--- src/rtl/bw_clk_gl_fdbk_lkdt.sv ---
// Feedback-clock lock detector: counts synchronized feedback-clock rising edges
// over a programmable rclk window and declares lock after consecutive passing windows.
module bw_clk_gl_fdbk_lkdt #(
  parameter int unsigned WIN_W    = 10,
  parameter int unsigned CNT_W    = 8,
  parameter int unsigned LOCK_CNT = 4
) (
  input  logic             rclk,
  input  logic             rst,
  input  logic             en,
  input  logic             clk_fdbk_in,
  input  logic [WIN_W-1:0] win_len,
  input  logic [CNT_W-1:0] exp_cnt,
  input  logic [CNT_W-1:0] tol,
  output logic             lock,
  output logic             meas_vld,
  output logic [CNT_W-1:0] meas_cnt,
  output logic             err
);

  localparam logic [CNT_W-1:0] ECNT_MAX = '1;
  localparam logic [4:0]       LOCK_TGT = 5'(LOCK_CNT);

  typedef enum logic [1:0] {
    IDLE   = 2'd0,
    ACQ    = 2'd1,
    LOCKED = 2'd2
  } state_t;

  state_t state, state_d;

  logic             s1, s2, s3;
  logic             rise;
  logic [WIN_W-1:0] wcnt, wcnt_d, win_len_q, win_len_d;
  logic [CNT_W-1:0] ecnt, ecnt_d, exp_cnt_q, exp_cnt_d, tol_q, tol_d;
  logic [CNT_W-1:0] meas_cnt_d, fin;
  logic [3:0]       good, good_d;
  logic             lock_d, meas_vld_d, err_d;
  logic             term, pass;
  logic signed [CNT_W:0] diff;
  logic [CNT_W:0]        adiff;

  // Synchronizer plus edge-detect delay flop; runs in every state.
  always_ff @(posedge rclk) begin
    if (rst) begin
      s1 <= 1'b0;
      s2 <= 1'b0;
      s3 <= 1'b0;
    end else begin
      s1 <= clk_fdbk_in;
      s2 <= s1;
      s3 <= s2;
    end
  end

  assign rise  = s2 & ~s3;
  assign term  = (wcnt == (win_len_q - WIN_W'(1)));
  assign fin   = (ecnt == ECNT_MAX) ? ecnt : (ecnt + CNT_W'(rise));
  assign diff  = $signed({1'b0, fin}) - $signed({1'b0, exp_cnt_q});
  assign adiff = diff[CNT_W] ? $unsigned(-diff) : $unsigned(diff);
  assign pass  = (adiff <= {1'b0, tol_q});

  always_comb begin
    state_d    = state;
    wcnt_d     = wcnt;
    ecnt_d     = ecnt;
    good_d     = good;
    win_len_d  = win_len_q;
    exp_cnt_d  = exp_cnt_q;
    tol_d      = tol_q;
    meas_cnt_d = meas_cnt;
    meas_vld_d = 1'b0;
    err_d      = 1'b0;

    if (!en) begin
      // Disable abandons the partial window without a measurement.
      state_d = IDLE;
      wcnt_d  = '0;
      ecnt_d  = '0;
      good_d  = '0;
    end else begin
      case (state)
        IDLE: begin
          state_d   = ACQ;
          wcnt_d    = '0;
          ecnt_d    = '0;
          good_d    = '0;
          win_len_d = win_len;
          exp_cnt_d = exp_cnt;
          tol_d     = tol;
        end
        ACQ, LOCKED: begin
          if (term) begin
            wcnt_d     = '0;
            ecnt_d     = '0;
            meas_cnt_d = fin;
            meas_vld_d = 1'b1;
            win_len_d  = win_len;
            exp_cnt_d  = exp_cnt;
            tol_d      = tol;
            if (pass) begin
              if (state == ACQ) begin
                good_d = good + 4'd1;
                if ((5'(good) + 5'd1) == LOCK_TGT) state_d = LOCKED;
              end
            end else begin
              good_d  = '0;
              state_d = ACQ;
              err_d   = (state == LOCKED);
            end
          end else begin
            wcnt_d = wcnt + WIN_W'(1);
            ecnt_d = fin;
          end
        end
        default: begin
          state_d = IDLE;
          wcnt_d  = '0;
          ecnt_d  = '0;
          good_d  = '0;
        end
      endcase
    end

    lock_d = (state_d == LOCKED);
  end

  // State, counters, shadow configuration and registered outputs.
  always_ff @(posedge rclk) begin
    if (rst) begin
      state     <= IDLE;
      wcnt      <= '0;
      ecnt      <= '0;
      good      <= '0;
      win_len_q <= '0;
      exp_cnt_q <= '0;
      tol_q     <= '0;
      lock      <= 1'b0;
      meas_vld  <= 1'b0;
      meas_cnt  <= '0;
      err       <= 1'b0;
    end else begin
      state     <= state_d;
      wcnt      <= wcnt_d;
      ecnt      <= ecnt_d;
      good      <= good_d;
      win_len_q <= win_len_d;
      exp_cnt_q <= exp_cnt_d;
      tol_q     <= tol_d;
      lock      <= lock_d;
      meas_vld  <= meas_vld_d;
      meas_cnt  <= meas_cnt_d;
      err       <= err_d;
    end
  end

endmodule

--- config.mk ---
export PLATFORM = sky130hd
export DESIGN_NAME = bw_clk_gl_fdbk_lkdt
export DESIGN_NICKNAME = d
export VERILOG_FILES = /design/src/rtl/bw_clk_gl_fdbk_lkdt.sv
export SDC_FILE = /design/constraint.sdc
export NUM_CORES = 1
export LEC_CHECK = 0
export CORE_UTILIZATION = 51
export DETAILED_ROUTE_END_ITERATION = 10
export PLACE_DENSITY_LB_ADDON = 0.2
export SLEW_MARGIN = 20
export SYNTH_ARGS = -nofsm -noshare
export SYNTH_HDL_FRONTEND = slang
export SYNTH_SLANG_ARGS = --single-unit
--- constraint.sdc ---
create_clock -name rclk -period 4.2 [get_ports rclk]
set_input_delay 0.84 -clock rclk [delete_from_list [all_inputs] [get_ports rclk]]
set_output_delay 0.84 -clock rclk [all_outputs]
set_load 0.01 [all_outputs]
==> results of run 1 <==
## layout make-up
cell class	count	area (µm²)	area share [%]
multi-input combinational	315	2570	51.9
sequential	64	1280	26.0
timing repair buffer	79	717	14.5
clock buffer	13	149	3.01
tap	99	124	2.51
inverter	22	82.6	1.67
clock inverter	3	17.5	0.355
## registers in the layout, indices dropped and copies added, names as in the netlist
signal / cells
s2: 1
lock: 1
tol_q: 8
good: 4
state: 2
exp_cnt_q: 8
s1: 1
wcnt: 10
err: 1
ecnt: 8
meas_vld: 1
win_len_q: 10
s3: 1
meas_cnt: 8
## layer usage
metal | global-route usage [%] | share of wire [%] | wire, µm
met1 | 30.4 | 47 | 4180
met2 | 36.5 | 47 | 4190
met3 | 4.20 | 3.3 | 295
met4 | 11.6 | 1.8 | 161
met5 | 0 | 0 | 0
## power groups by stage
stage          clock [mW]  combinational (mW)  sequential, mW
6_report            0.468               0.537           0.643
5_1_grt             0.509               0.588           0.646
4_1_cts             0.471               0.497           0.643
3_5_place_dp            0               0.460           0.657
3_3_place_gp            0               0.448           0.656
2_1_floorplan           0               0.333           0.652
## kinds of logic (layout without fill, tap and decap cells)
family | after synthesis | in the layout
compound gates | 60 | 60
flops | 64 | 64
simple gates | 161 | 161
mux | 33 | 33
xor+xnor | 34 | 34
buf+inv | 37 | 117
fa+ha+maj | 27 | 27
## timing repair
action,4_1_cts,5_1_grt
endpoints found under the setup margin,8,8
gates resized for setup,18,36
pin swaps,7,26
buffers inserted,7,8
## path summary, 6_finish.rpt
kind | start | end
min | s1 | s2
min reg2reg | s1 | s2
max | ecnt[3] | state[0]
max reg2reg | ecnt[3] | state[0]
## placed cells by master, fill, tap and decap left out, types with 3 or more instances in the layout
cell             count
ha_1                19
nor2b_4              3
nor3_1               3
inv_1               21
clkdlybuf4s50_1     40
a31oi_1              4
o21a_1               3
nand3_2              3
xnor2_2              3
a32oi_1              4
nand3_1             12
dfxtp_1             61
buf_6                3
mux2i_1             33
dfxtp_2              3
ha_4                 7
nor3_2               3
xnor2_1             13
o211ai_1             3
clkbuf_8            10
nor2_1              67
and3_1              10
nand2b_1             3
buf_4               35
xor2_1              16
nor3b_1              4
a21oi_1             14
or2_2                3
nand2_1             16
o21ai_1              4
clkbuf_1             3
nand4_1              7
nor2b_1              5
## metrics by stage
stage | util (%) | hold slack [ns] | power (mW) | setup WS (ns)
after CTS | 64.9 | 0.450 | 1.61 | 0.000158
after global routing | 68.1 | 0.463 | 1.74 | -0.153
after floorplan | - | 0.414 | 0.985 | 0.0322
after global placement | 60.9 | 0.434 | 1.10 | -0.0414
final | 68.1 | 0.447 | 1.65 | 0.0365
after detailed placement | 60.9 | 0.444 | 1.12 | -0.101
==> flow_summary.json, run 1 <==
{
  "status": "finished clean",
  "max_stage_delay_ns": 0.34,
  "synth_edf_count": 0,
  "fin_crit_sh_pct": 99.1,
  "grt_overflow_total": 0,
  "clockBufferDepth": 2,
  "hp-class": "reg2reg",
  "path_max_fanout": 6,
  "internal-power_mw": 1.12,
  "cp.required_ns": 4.44,
  "leakage_nw": 2.09,
  "drv_slew": 0,
  "max_slew_margin_pct": 47.0,
  "core-area_um2": 7250,
  "whs_path_depth": 1,
  "cts_tree": "yes",
  "vias": 3238,
  "grt_max_degree": 41,
  "synthArstFlopShare_pct": 0,
  "ys_warn_count": 0,
  "synth_top_family_by_area": "simple AND/OR/NAND/NOR gates",
  "diodes": 0,
  "muxShareOfSynthArea_pct": 8.67,
  "place_inst": 565,
  "yosysUniqueCellTypes": 61,
  "syn_area_per_cell_um2": 9.16,
  "ioPinCount": 41,
  "clkSinkCount": 64,
  "num-fill-cells": 570,
  "cp_top_family": "compound AO/OA/AOI/OAI gates",
  "grt_antenna_before_repair": 0,
  "synthTopCellsByArea": "dfxtp_1 34%, mux2i_1 8.7%, ha_1 8.5%, nor2_1 6.7%, xor2_1 4.1%",
  "dieArea_um2": 7820,
  "nets": 548,
  "yosysTopAreaCell": "dfxtp_1",
  "cp-end-kind": "flip-flop",
  "switching_share_pct": 32.1,
  "drive_gt1_share_pct": 23.2,
  "clock.fmax_mhz": 240,
  "drv_cap": 0,
  "synth-compound-area-share_pct": 12.7,
  "reg2reg_depth": 21,
  "root_buffer": "clkbuf_8",
  "worstSetupPathType": "reg2reg",
  "placed_area_um2": 4420,
  "fin_crit_ns": 4.16,
  "drt-total-wl_um": 8830,
  "io_buffers": 40,
  "cp.arrival_ns": 4.40,
  "ys_seq_area_share_pct": 33.6,
  "start_kind": "flip-flop",
  "fp.dieH_um": 88.4,
  "worst_slew_pin_slew_ns": 0.793,
  "grt_pass1_vias": 3075,
  "drc": 0,
  "viasPerCell": 5.44,
  "synth-simple-area-share_pct": 22.3,
  "yosys.area_share.xor_xnor_pct": 8.02,
  "combPwrFrac_pct": 32.6,
  "clkTransAtPathRegs_ns": 0.07,
  "rows": 31,
  "skew_ns": 0.00838,
  "grt_pass1_wl_um": 13900,
  "p_clk_share_pct": 28.4,
  "design_area_um2": 4940,
  "cts_hold_buffers": 0,
  "fp.dieW_um": 88.4,
  "gp_congestion": 0.846,
  "power.density_nw_per_um2": 334,
  "cp_slowest_cell": "dfxtp_2",
  "setup_viol": 0,
  "drtPass1Iterations": 4,
  "synthAdderAreaFrac_pct": 9.07,
  "ant_nets": 0,
  "fin_cells": 595,
  "hold_viol_final": 0,
  "vdd_ir_drop_max_mv": 0.223,
  "finalSetupTns_ns": 0,
  "drt_iter0_markers": 159,
  "syn_to_final_growth_pct": 29.7,
  "r2r_slack_ns": 0.04,
  "p_seq_share_pct": 39.0,
  "crit_buf_inv": 4,
  "synthCells": 416,
  "p_sw_mw": 0.530,
  "gr-usage-all-layers_pct": 23.1,
  "initial_core_util_pct": 52.5,
  "rsz0062_at_grt": "yes",
  "htreeDepth": 3,
  "synthTopCellsByCount": "68 x nor2_1, 64 x dfxtp_1, 33 x mux2i_1",
  "ys.flop_type": "dfxtp_1",
  "detail_route.wl_per_cell_um": 14.8,
  "cts_made_buffers": 9,
  "synth_top_area_share_pct": 33.6,
  "hpwl_um": 6080,
  "synth-seq-cells": 64,
  "synth_most_common_cell": "nor2_1",
  "clk_latency_ns": 0.35,
  "crit_chain": "and3_4 > and3_4 > nand4_1 > buf_4 > nor2b_4 > inv_2 > ha_1 > nor2b_2 > o2111a_2 > o41ai_2 > buf_4 > a31oi_1 > xor2_1 > ha_1 > nand4_1 > o22ai_2 > a21oi_2 > a41oi_4 > buf_6 > nor2_2 > o211a_1",
  "syn-num-nets": 473,
  "cp.depth": 21,
  "syn_area_um2": 3810
}
Power figures use the tool's default switching activity.
==> run 2, diff against run 1 <==
==> constraint.sdc (replaced) <==
create_clock -name rclk -period 4.2 [get_ports rclk]
set_input_delay 0.84 -clock rclk [delete_from_list [all_inputs] [get_ports rclk]]
set_output_delay 0.84 -clock rclk [all_outputs]
set_load 0.02 [all_outputs]
==> results of run 2 <==
The final DEF is identical to that of run 1. Status: finished clean.
